--- src/rtl/seg7_pkg.sv ---
// Shared encodings and limits for the 7-segment display-source scheduler.
package seg7_pkg;

  typedef enum logic [1:0] {
    SRC_SPEED = 2'b00,
    SRC_MODE  = 2'b01,
    SRC_FAULT = 2'b10
  } src_e;

  localparam logic [6:0] SEG_DASH  = 7'b1000000;
  localparam logic [6:0] SEG_BLANK = 7'b0000000;
  localparam logic [1:0] MODE_MAX  = 2'd2;
  localparam logic [3:0] SPEED_MAX = 4'd8;

  // An out-of-range mode or speed code means the upstream decoders cannot be trusted.
  function automatic logic is_fault(input logic [1:0] mode, input logic [3:0] speed_code);
    return (mode > MODE_MAX) || (speed_code > SPEED_MAX);
  endfunction

endpackage

--- src/rtl/seg7_disp_sched_if.sv ---
// Decoder-side inputs and scan-driver-side outputs of the display-source scheduler.
interface seg7_disp_sched_if #(
  parameter int HOLD_MS = 2000
);
  logic [1:0]                       mode;
  logic [3:0]                       speed_code;
  logic [27:0]                      mode_dk;
  logic [27:0]                      speed_dk;
  logic [6:0]                       DK1;
  logic [6:0]                       DK2;
  logic [6:0]                       DK3;
  logic [6:0]                       DK4;
  logic [1:0]                       src;
  logic [$clog2(HOLD_MS+1)-1:0]     hold_left;

  modport master (
    output mode, speed_code, mode_dk, speed_dk,
    input  DK1, DK2, DK3, DK4, src, hold_left
  );

  modport slave (
    input  mode, speed_code, mode_dk, speed_dk,
    output DK1, DK2, DK3, DK4, src, hold_left
  );
endinterface

--- src/rtl/seg7_disp_sched_tick_timer.sv ---
// Loadable down-counter on the 1 kHz tick; saturates at zero instead of wrapping.
module seg7_tick_timer #(
  parameter int W = 4
) (
  input  logic         clk,
  input  logic         rst_n,
  input  logic         clr,
  input  logic         load,
  input  logic [W-1:0] load_val,
  input  logic         dec,
  output logic [W-1:0] cnt
);

  // Clear beats load beats decrement; decrement stops at zero.
  always_ff @(posedge clk) begin
    if (!rst_n) begin
      cnt <= '0;
    end else if (clr) begin
      cnt <= '0;
    end else if (load) begin
      cnt <= load_val;
    end else if (dec && (cnt != '0)) begin
      cnt <= cnt - W'(1);
    end else begin
      cnt <= cnt;
    end
  end

endmodule

--- src/rtl/seg7_disp_sched.sv ---
// Chooses speed readout, mode name or blinking fault dashes for the 4-digit scan driver.
module seg7_disp_sched
  import seg7_pkg::*;
#(
  parameter int HOLD_MS  = 2000,
  parameter int BLINK_MS = 250
) (
  input  logic              clk_1khz,
  input  logic              rst_n,
  seg7_disp_sched_if.slave  bus
);

  localparam int HW = $clog2(HOLD_MS + 1);
  localparam int BW = $clog2(BLINK_MS + 1);

  src_e          state;
  src_e          nxt;
  logic [1:0]    mode_q;
  logic          blink_ph;
  logic          nxt_ph;
  logic          fault;
  logic          change;
  logic          hold_clr;
  logic          hold_load;
  logic          hold_dec;
  logic          blink_load;
  logic          blink_dec;
  logic [HW-1:0] hold_cnt;
  logic [BW-1:0] blink_cnt;
  logic          hold_zero;
  logic          blink_zero;
  logic [27:0]   dk_q;
  logic [27:0]   nxt_dk;

  seg7_tick_timer #(.W(HW)) u_hold (
    .clk      (clk_1khz),
    .rst_n    (rst_n),
    .clr      (hold_clr),
    .load     (hold_load),
    .load_val (HW'(HOLD_MS - 1)),
    .dec      (hold_dec),
    .cnt      (hold_cnt)
  );

  seg7_tick_timer #(.W(BW)) u_blink (
    .clk      (clk_1khz),
    .rst_n    (rst_n),
    .clr      (1'b0),
    .load     (blink_load),
    .load_val (BW'(BLINK_MS - 1)),
    .dec      (blink_dec),
    .cnt      (blink_cnt)
  );

  assign fault      = is_fault(bus.mode, bus.speed_code);
  assign change     = (bus.mode != mode_q);
  assign hold_zero  = (hold_cnt == '0);
  assign blink_zero = (blink_cnt == '0);

  // Next state, timer controls and the digit set that next state will show.
  always_comb begin
    nxt        = state;
    nxt_ph     = blink_ph;
    hold_clr   = 1'b0;
    hold_load  = 1'b0;
    hold_dec   = 1'b0;
    blink_load = 1'b0;
    blink_dec  = 1'b0;
    case (state)
      SRC_SPEED: begin
        if (fault) begin
          nxt        = SRC_FAULT;
          nxt_ph     = 1'b1;
          blink_load = 1'b1;
          hold_clr   = 1'b1;
        end else if (change) begin
          nxt       = SRC_MODE;
          hold_load = 1'b1;
        end else begin
          nxt = SRC_SPEED;
        end
      end
      SRC_MODE: begin
        if (fault) begin
          nxt        = SRC_FAULT;
          nxt_ph     = 1'b1;
          blink_load = 1'b1;
          hold_clr   = 1'b1;
        end else if (change) begin
          hold_load = 1'b1;
        end else if (hold_zero) begin
          nxt = SRC_SPEED;
        end else begin
          hold_dec = 1'b1;
        end
      end
      SRC_FAULT: begin
        // A mode change seen while faulted is deliberately dropped: exit always shows speed.
        if (!fault) begin
          nxt = SRC_SPEED;
        end else if (blink_zero) begin
          nxt        = SRC_FAULT;
          nxt_ph     = ~blink_ph;
          blink_load = 1'b1;
        end else begin
          blink_dec = 1'b1;
        end
      end
      default: begin
        nxt      = SRC_SPEED;
        hold_clr = 1'b1;
      end
    endcase

    case (nxt)
      SRC_SPEED: nxt_dk = bus.speed_dk;
      SRC_MODE:  nxt_dk = bus.mode_dk;
      SRC_FAULT: nxt_dk = nxt_ph ? {4{SEG_DASH}} : {4{SEG_BLANK}};
      default:   nxt_dk = {4{SEG_BLANK}};
    endcase
  end

  // State, blink phase, mode history and registered digit outputs.
  always_ff @(posedge clk_1khz) begin
    if (!rst_n) begin
      state    <= SRC_SPEED;
      mode_q   <= 2'b00;
      blink_ph <= 1'b0;
      dk_q     <= {4{SEG_BLANK}};
    end else begin
      state    <= nxt;
      mode_q   <= bus.mode;
      blink_ph <= nxt_ph;
      dk_q     <= nxt_dk;
    end
  end

  assign bus.DK1       = dk_q[27:21];
  assign bus.DK2       = dk_q[20:14];
  assign bus.DK3       = dk_q[13:7];
  assign bus.DK4       = dk_q[6:0];
  assign bus.src       = state;
  assign bus.hold_left = hold_cnt;

endmodule

--- src/flat_wrapper.sv ---
// flat-port wrapper written by rule: the top's interface ports become plain ports
module seg7_disp_sched_flat import seg7_pkg::*;
#(
  parameter int HOLD_MS  = 2000,
  parameter int BLINK_MS = 250
)
  (clk_1khz, rst_n, bus_mode, bus_speed_code, bus_mode_dk, bus_speed_dk, bus_DK1, bus_DK2, bus_DK3, bus_DK4, bus_src, bus_hold_left);
  seg7_disp_sched_if #(.HOLD_MS(HOLD_MS)) bus_i ();
  input  logic clk_1khz;
  input  logic rst_n;
  input wire logic [$bits(bus_i.mode)-1:0] bus_mode;
  input wire logic [$bits(bus_i.speed_code)-1:0] bus_speed_code;
  input wire logic [$bits(bus_i.mode_dk)-1:0] bus_mode_dk;
  input wire logic [$bits(bus_i.speed_dk)-1:0] bus_speed_dk;
  output wire logic [$bits(bus_i.DK1)-1:0] bus_DK1;
  output wire logic [$bits(bus_i.DK2)-1:0] bus_DK2;
  output wire logic [$bits(bus_i.DK3)-1:0] bus_DK3;
  output wire logic [$bits(bus_i.DK4)-1:0] bus_DK4;
  output wire logic [$bits(bus_i.src)-1:0] bus_src;
  output wire logic [$bits(bus_i.hold_left)-1:0] bus_hold_left;
  assign bus_i.mode = bus_mode;
  assign bus_i.speed_code = bus_speed_code;
  assign bus_i.mode_dk = bus_mode_dk;
  assign bus_i.speed_dk = bus_speed_dk;
  assign bus_DK1 = bus_i.DK1;
  assign bus_DK2 = bus_i.DK2;
  assign bus_DK3 = bus_i.DK3;
  assign bus_DK4 = bus_i.DK4;
  assign bus_src = bus_i.src;
  assign bus_hold_left = bus_i.hold_left;
  seg7_disp_sched #(.HOLD_MS(HOLD_MS), .BLINK_MS(BLINK_MS)) u_core (.clk_1khz(clk_1khz), .rst_n(rst_n), .bus(bus_i));
endmodule
--- config.mk ---
export PLATFORM = sky130hd
export DESIGN_NAME = seg7_disp_sched_flat
export DESIGN_NICKNAME = d
export VERILOG_FILES = /design/src/rtl/seg7_pkg.sv /design/src/rtl/seg7_disp_sched_if.sv /design/src/rtl/seg7_disp_sched_tick_timer.sv /design/src/rtl/seg7_disp_sched.sv /design/src/flat_wrapper.sv
export SDC_FILE = /design/constraint.sdc
export NUM_CORES = 1
export LEC_CHECK = 0
export BUFFER_PORTS_ARGS = -buffer_cell sky130_fd_sc_hd__clkbuf_2
export CORE_MARGIN = 1.5
export CORE_UTILIZATION = 39
export CTS_CLUSTER_SIZE = 28
export DETAILED_ROUTE_END_ITERATION = 6
export GPL_ROUTABILITY_DRIVEN = 0
export GPL_TIMING_DRIVEN = 0
export PLACE_DENSITY = 0.75
export SETUP_SLACK_MARGIN = 0.15
export SYNTH_ARGS = -nofsm -noshare
export SYNTH_HDL_FRONTEND = slang
export SYNTH_SLANG_ARGS = --single-unit
export TNS_END_PERCENT = 100
--- constraint.sdc ---
create_clock -name clk_1khz -period 1.95 [get_ports clk_1khz]
set_input_delay 0 -clock clk_1khz [delete_from_list [all_inputs] [get_ports clk_1khz]]
set_output_delay 0 -clock clk_1khz [all_outputs]
set_load 0.1 [all_outputs]
### After elaboration in Yosys (flattened, before gate mapping)

Index checks and enable logic that the tools add are counted.

* $add $sub $neg: 2
* multiply operators: 0
* div/mod/pow operators: 0
* magnitude comparators: 2
* eq/ne operators: 5
* shift operators: 0
* multiplexer cells: 33
* bitwise logic cells: 2
* reduce and logical (&&, ||, !) cells: 15

Operators with widths (number)
* $pmux W28 S3: 1
* $mux W28: 1
* $mux W11: 2
* $mux W1: 17
* $mux W8: 2
* $mux W2: 6
* $logic_not A11 Y1: 1
* $reduce_bool A11 Y1: 1
* $sub A11 B1 Y11 const B: 1
* $logic_not A8 Y1: 1
* $reduce_bool A8 Y1: 1
* $sub A8 B1 Y8 const B: 1
* $pmux W1 S2: 3
* $pmux W2 S3: 1
* $reduce_or A2 Y1: 3
* $eq A2 B1 Y1 const B: 2
* $eq A2 B2 Y1 const B: 2
* $gt A4 B4 Y1 const B: 1
* $logic_not A2 Y1: 2
* $reduce_bool A2 Y1: 2
* $reduce_or A3 Y1: 1
* $gt A2 B2 Y1 const B: 1
* $logic_and A1 B1 Y1: 2
* $ne A2 B2 Y1: 1
* other kinds (2): 3

* register bits after elaboration: 52
* latch bits: 0
* bits in writable memories: 0
* ROM bits: 0
* input bits: 64
* output and inout port bits: 41
* memories: 0

### Longest topological paths before layout

* depth in word-level cells: 8
* depth in mapped cells: 9
* mapped depth without buffers: 7

### Modules after synthesis

Synthesis repeated with hierarchy kept, for this count alone.

* cell total of the unflattened synthesis: 312
* area total of the unflattened synthesis: 2635.0 µm²

Modules (own cells, without submodules)
* seg7_disp_sched: instances 1, cells each 167, area an instance 1427.6 µm², sequential area each 660.6 µm²
* seg7_tick_timer (u_core.u_hold): instances 1, cells each 86, area an instance 719.4 µm², sequential area each 220.2 µm²
* seg7_tick_timer (u_core.u_blink): instances 1, cells each 59, area an instance 488.0 µm², sequential area each 160.2 µm²

### Least setup slack after synthesis

Ideal clock, no wire load.

* path type: register to register
* start: register u_core.u_hold.cnt[0]
* end: register u_core.u_hold.cnt[7]
* setup time: 0.075 ns
* arrival: 2.598 ns
* path slack: -0.723 ns
* cell stages (with the launch flop): 8
* cell sequence: dfxtp_1 > inv_1 > ha_1 > or3b_2 > o31a_1 > nand4_1 > or4b_1 > a31oi_1

* word-level cells in the longest chain between the ends: 7
* elaborated cells between the ends (all ways): 11

RTL lines
* start: declaration: line seg7_disp_sched_tick_timer.sv:11 `output logic [W-1:0] cnt`
* start signal: assignment: line seg7_disp_sched_tick_timer.sv:21 `cnt <= load_val;`
* start signal: assignment: line seg7_disp_sched_tick_timer.sv:23 `cnt <= cnt - W'(1);`
* start signal: assignment: line seg7_disp_sched_tick_timer.sv:25 `cnt <= cnt;`
* parallel branches: the longest is 7 deep, another holds $sub A11 B1 Y11

Several ways; the timed one is not identified. The select of a mux whose other input is x is not followed.
A chain may end at the register's enable or synchronous reset.

### Worst setup path after layout

* start: register u_core.u_hold.cnt[0]
* end: register u_core.dk_q[12]

* word-level cells in the longest chain between the ends: 7
* elaborated cells between the ends (all ways): 9

RTL lines
* $logic_not A11 Y1 (*): line seg7_disp_sched.sv:57 `assign hold_zero = (hold_cnt == '0);`
* $mux W2 (*): line seg7_disp_sched.sv:91 `end else if (hold_zero) begin`
* $mux W2 (*): line seg7_disp_sched.sv:89 `end else if (change) begin`
* $mux W2 (*): line seg7_disp_sched.sv:84 `if (fault) begin`
* $pmux W2 S3 (*): line seg7_disp_sched.sv:69 `case (state)`
* $eq A2 B2 Y1, or another cell as far along: line seg7_disp_sched.sv:115 `case (nxt)`
* $pmux W28 S3 (*): line seg7_disp_sched.sv:115
* end signal: assignment: line seg7_disp_sched.sv:129 `dk_q <= {4{SEG_BLANK}};`
* end signal: assignment: line seg7_disp_sched.sv:134 `dk_q <= nxt_dk;`
* end: declaration: line seg7_disp_sched.sv:32 `logic [27:0] dk_q;`

Every way passes the cells marked *; elsewhere a longest branch is shown, timed or not.

==> results.json <==
{
  "endpoint": "u_core.dk_q[12]$_SDFF_PN0_",
  "synth_top_family_by_area": "simple AND/OR/NAND/NOR gates",
  "wl_per_cell_um": 19.5,
  "cts_buffer_depth": 2,
  "yosys.area.top_type": "dfxtp_1",
  "synth_top_area_share_pct": 44.8,
  "rsz0062_at_grt": "yes",
  "yosys-top-cells-count": "52 x dfxtp_1, 35 x a21oi_1, 35 x nand3_1, 33 x nand2_1, 14 x nor2_1",
  "grt_util_all_layers_pct": 29.6,
  "layout_setup_ws_ns": -0.149,
  "dp_hpwl_mm": 4.78,
  "coreArea_mm2": 0.00564,
  "violations": "negative setup slack",
  "drtPass1Iterations": 7,
  "ys_ff_latch": 52,
  "drv_cap": 0,
  "synth_cell_type_count": 46,
  "min_period_over_period_pct": 108,
  "tritoncts": "done",
  "synth_nets": 343,
  "route.detailed.drc": 0,
  "vias": 3201,
  "vias_per_cell": 5.94,
  "insertion_delay_ns": 0.32,
  "cp-start-kind": "flip-flop",
  "power_uw": 3210,
  "drtIter0Drc": 405,
  "start_util_pct": 41.2,
  "period_minus_slack_ns": 2.10,
  "rows": 27,
  "ys_seq_area_share_pct": 44.8,
  "power.density_mw_per_mm2": 770,
  "antenna_found_initial": 0,
  "fin_worst_skew_ns": 0.0168,
  "hold-path-cell-count": 3,
  "finalSetupViolations": 23,
  "nFillCells": 358,
  "synth_area_leaders": "dfxtp_1 45%, a21oi_1 7.5%, nand3_1 7.5%, nand2_1 5.3%, nand4_1 2.4%",
  "syn_inst": 277,
  "cts_root_buffer": "clkbuf_8",
  "design_area_mm2": 0.00417,
  "ioPinCount": 105,
  "max-vdd-ir-drop_mv": 0.458,
  "regToRegEndpoint": "u_core.dk_q[12]$_SDFF_PN0_",
  "synth_area_mm2": 0.00232,
  "numCtsBuffers": 5,
  "grt_overflow": 0,
  "min_path_type": "in2reg",
  "fp.dieW_um": 80.2,
  "tightest_slew_ns": 0.660,
  "startpoint": "u_core.u_hold.cnt[0]$_SDFFE_PP0P_",
  "reg2reg_from": "u_core.u_hold.cnt[0]$_SDFFE_PP0P_",
  "final_core_util_pct": 73.8,
  "clock-sinks": 52,
  "grt_pass1_vias": 3163,
  "slew_violations": 0,
  "synth_mux_area_share_pct": 0.431,
  "area_delta_synth_final_pct": 79.2,
  "reg2reg_slack_ns": -0.15,
  "arrival_ns": 2.34,
  "antenna_left": 0,
  "fmax_mhz": 476,
  "status": "complete, but fails checks",
  "drt_wl_total_mm": 10.5,
  "yosysWarnings": 0,
  "synth-compound-area-share_pct": 19.2,
  "p_leak_uw": 0.00179,
  "path_class": "reg2reg",
  "report.final.hold_viol_count": 0,
  "grt_pass1_wl_mm": 14.5,
  "synth_xor_area_share_pct": 3.01,
  "required_ns": 2.19,
  "slew_headroom_pct": 56.0,
  "yosys.area_share.adder_pct": 1.08,
  "nNetsFinal": 531,
  "yosysMostFrequentCell": "dfxtp_1",
  "end_kind": "flip-flop",
  "grt_start_max_net_pins": 16,
  "r2r_cells": 9,
  "dieArea_mm2": 0.00643,
  "die_y_um": 80.2,
  "ys.flop_type": "dfxtp_1",
  "placedInstanceArea_mm2": 0.00300,
  "setup_tns_ns": -1.18,
  "post-place-ws_ns": -0.201,
  "path_clk_slew_ns": 0.11,
  "synthSimpleGateAreaFrac_pct": 26.7,
  "synth_edf_count": 0,
  "cts_htree_levels": 2,
  "syn_avg_cell_area_um2": 8.39,
  "drive_above_1_share_pct": 46.6,
  "crit_fanout": 4,
  "io_buffer_count": 103,
  "ys_async_sr_fraction_pct": 0
}
through the flow:
stage | hold WS [ns] | std cells
6_report | 0.151 | 539
5_1_grt | 0.162 | 538
4_1_cts | 0.137 | 536
3_3_place_gp | 0.224 | 452
2_1_floorplan | 0.122 | 277
3_5_place_dp | 0.229 | 452
area by class of cell:
class	instances	area, µm²	share of cell area, %
multi-input combinational	200	1420	34.1
timing repair buffer	181	1330	31.8
sequential	52	1080	25.9
buffer	18	125	3.00
tap	72	90.1	2.16
clock buffer	6	82.6	1.98
inverter	7	28.8	0.691
clock inverter	2	10.0	0.240
antenna	1	2.50	0.0601
kinds of logic (layout without fill, tap and decap cells):
| logic type | Yosys count | in the layout |
|---|---|---|
| and+or+nand+nor | 121 | 121 |
| DFF | 52 | 52 |
| AOI/OAI and AO/OA | 68 | 68 |
| adders and majority gates | 2 | 2 |
| muxes | 1 | 1 |
| buffers and inverters | 25 | 214 |
| other | 0 | 1 |
| xor gates and xnor gates | 8 | 8 |
state kept, by name, summed over array words and instances (netlist names):
| register | cells |
|---|---|
| u_core.mode_q | 2 |
| u_core.u_hold.cnt | 11 |
| u_core.dk_q | 28 |
| u_core.blink_ph | 1 |
| u_core.bus.src | 2 |
| u_core.u_blink.cnt | 8 |
timing repair:
| item | 4_1_cts | 5_1_grt |
|---|---|---|
| endpoints found under the setup margin | 46 | 44 |
| gates cloned | 4 | 1 |
| setup buffers | 14 | 1 |
| pin swaps | 36 | 13 |
| resized for setup | 38 | 39 |
| endpoints found under the hold margin | 30 | 0 |
| hold buffers | 58 | 0 |
cell usage in the layout (no fill, tap or decap), drive strengths merged, types with 2 or more instances in the layout:
master	netlist	layout
nand2	33	33
or3	4	4
inv	7	7
a31oi	3	3
o211ai	2	2
a21oi	36	36
xor2	3	3
nand3	35	35
dfxtp	52	52
nor3	6	6
clkbuf	13	121
ha	2	2
nor4	5	5
nand4	9	9
buf	5	26
and3	2	2
or4	3	3
o31ai	4	4
a311oi	2	2
a211oi	6	6
o221a	2	2
and2	4	4
xnor2	5	5
o21ai	6	6
nor2	14	14
clkinv	0	2
dlygate4sd3	0	58
report_power, final:
group,leakage [µW],internal (µW),switching [µW]
Sequential,0.000437,1140,66.0
Combinational,0.00130,433,895
Clock,0.0000510,285,386
Total,0.00179,1860,1350
per-layer routing:
layer | vias to the layer above | GRT usage [%] | share of wire, %
met1 | 1470 | 28.2 | 34
met5 | - | 0 | 0
met4 | 0 | 22.9 | 8.8
met2 | 251 | 54.5 | 49
met3 | 92 | 6.36 | 8.3
li1 | 1388 | - | -
how the worst min path moves through the flow:
stage	from	endpoint	slack, ns
final	rst_n	u_core.dk_q[13]$_SDFF_PN0_	0.15
after global routing	rst_n	u_core.dk_q[13]$_SDFF_PN0_	0.16
after CTS	rst_n	u_core.dk_q[6]$_SDFF_PN0_	0.14
after detailed placement	bus_mode_dk[0]	u_core.dk_q[0]$_SDFF_PN0_	0.23
after global placement	bus_mode_dk[15]	u_core.dk_q[15]$_SDFF_PN0_	0.22
after floorplan	bus_mode[0]	u_core.mode_q[0]$_SDFF_PN0_	0.12
critical path, stage by stage (launching register included):
cell       delay, ns
dfxtp_4         0.36
inv_4           0.05
ha_4            0.12
or3b_4          0.38
o31a_1          0.28
o21ai_2         0.19
buf_6           0.18
clkbuf_16       0.15
nand3_1         0.08
a21oi_1         0.21
No activity file was read; power rests on OpenSTA's default activity.
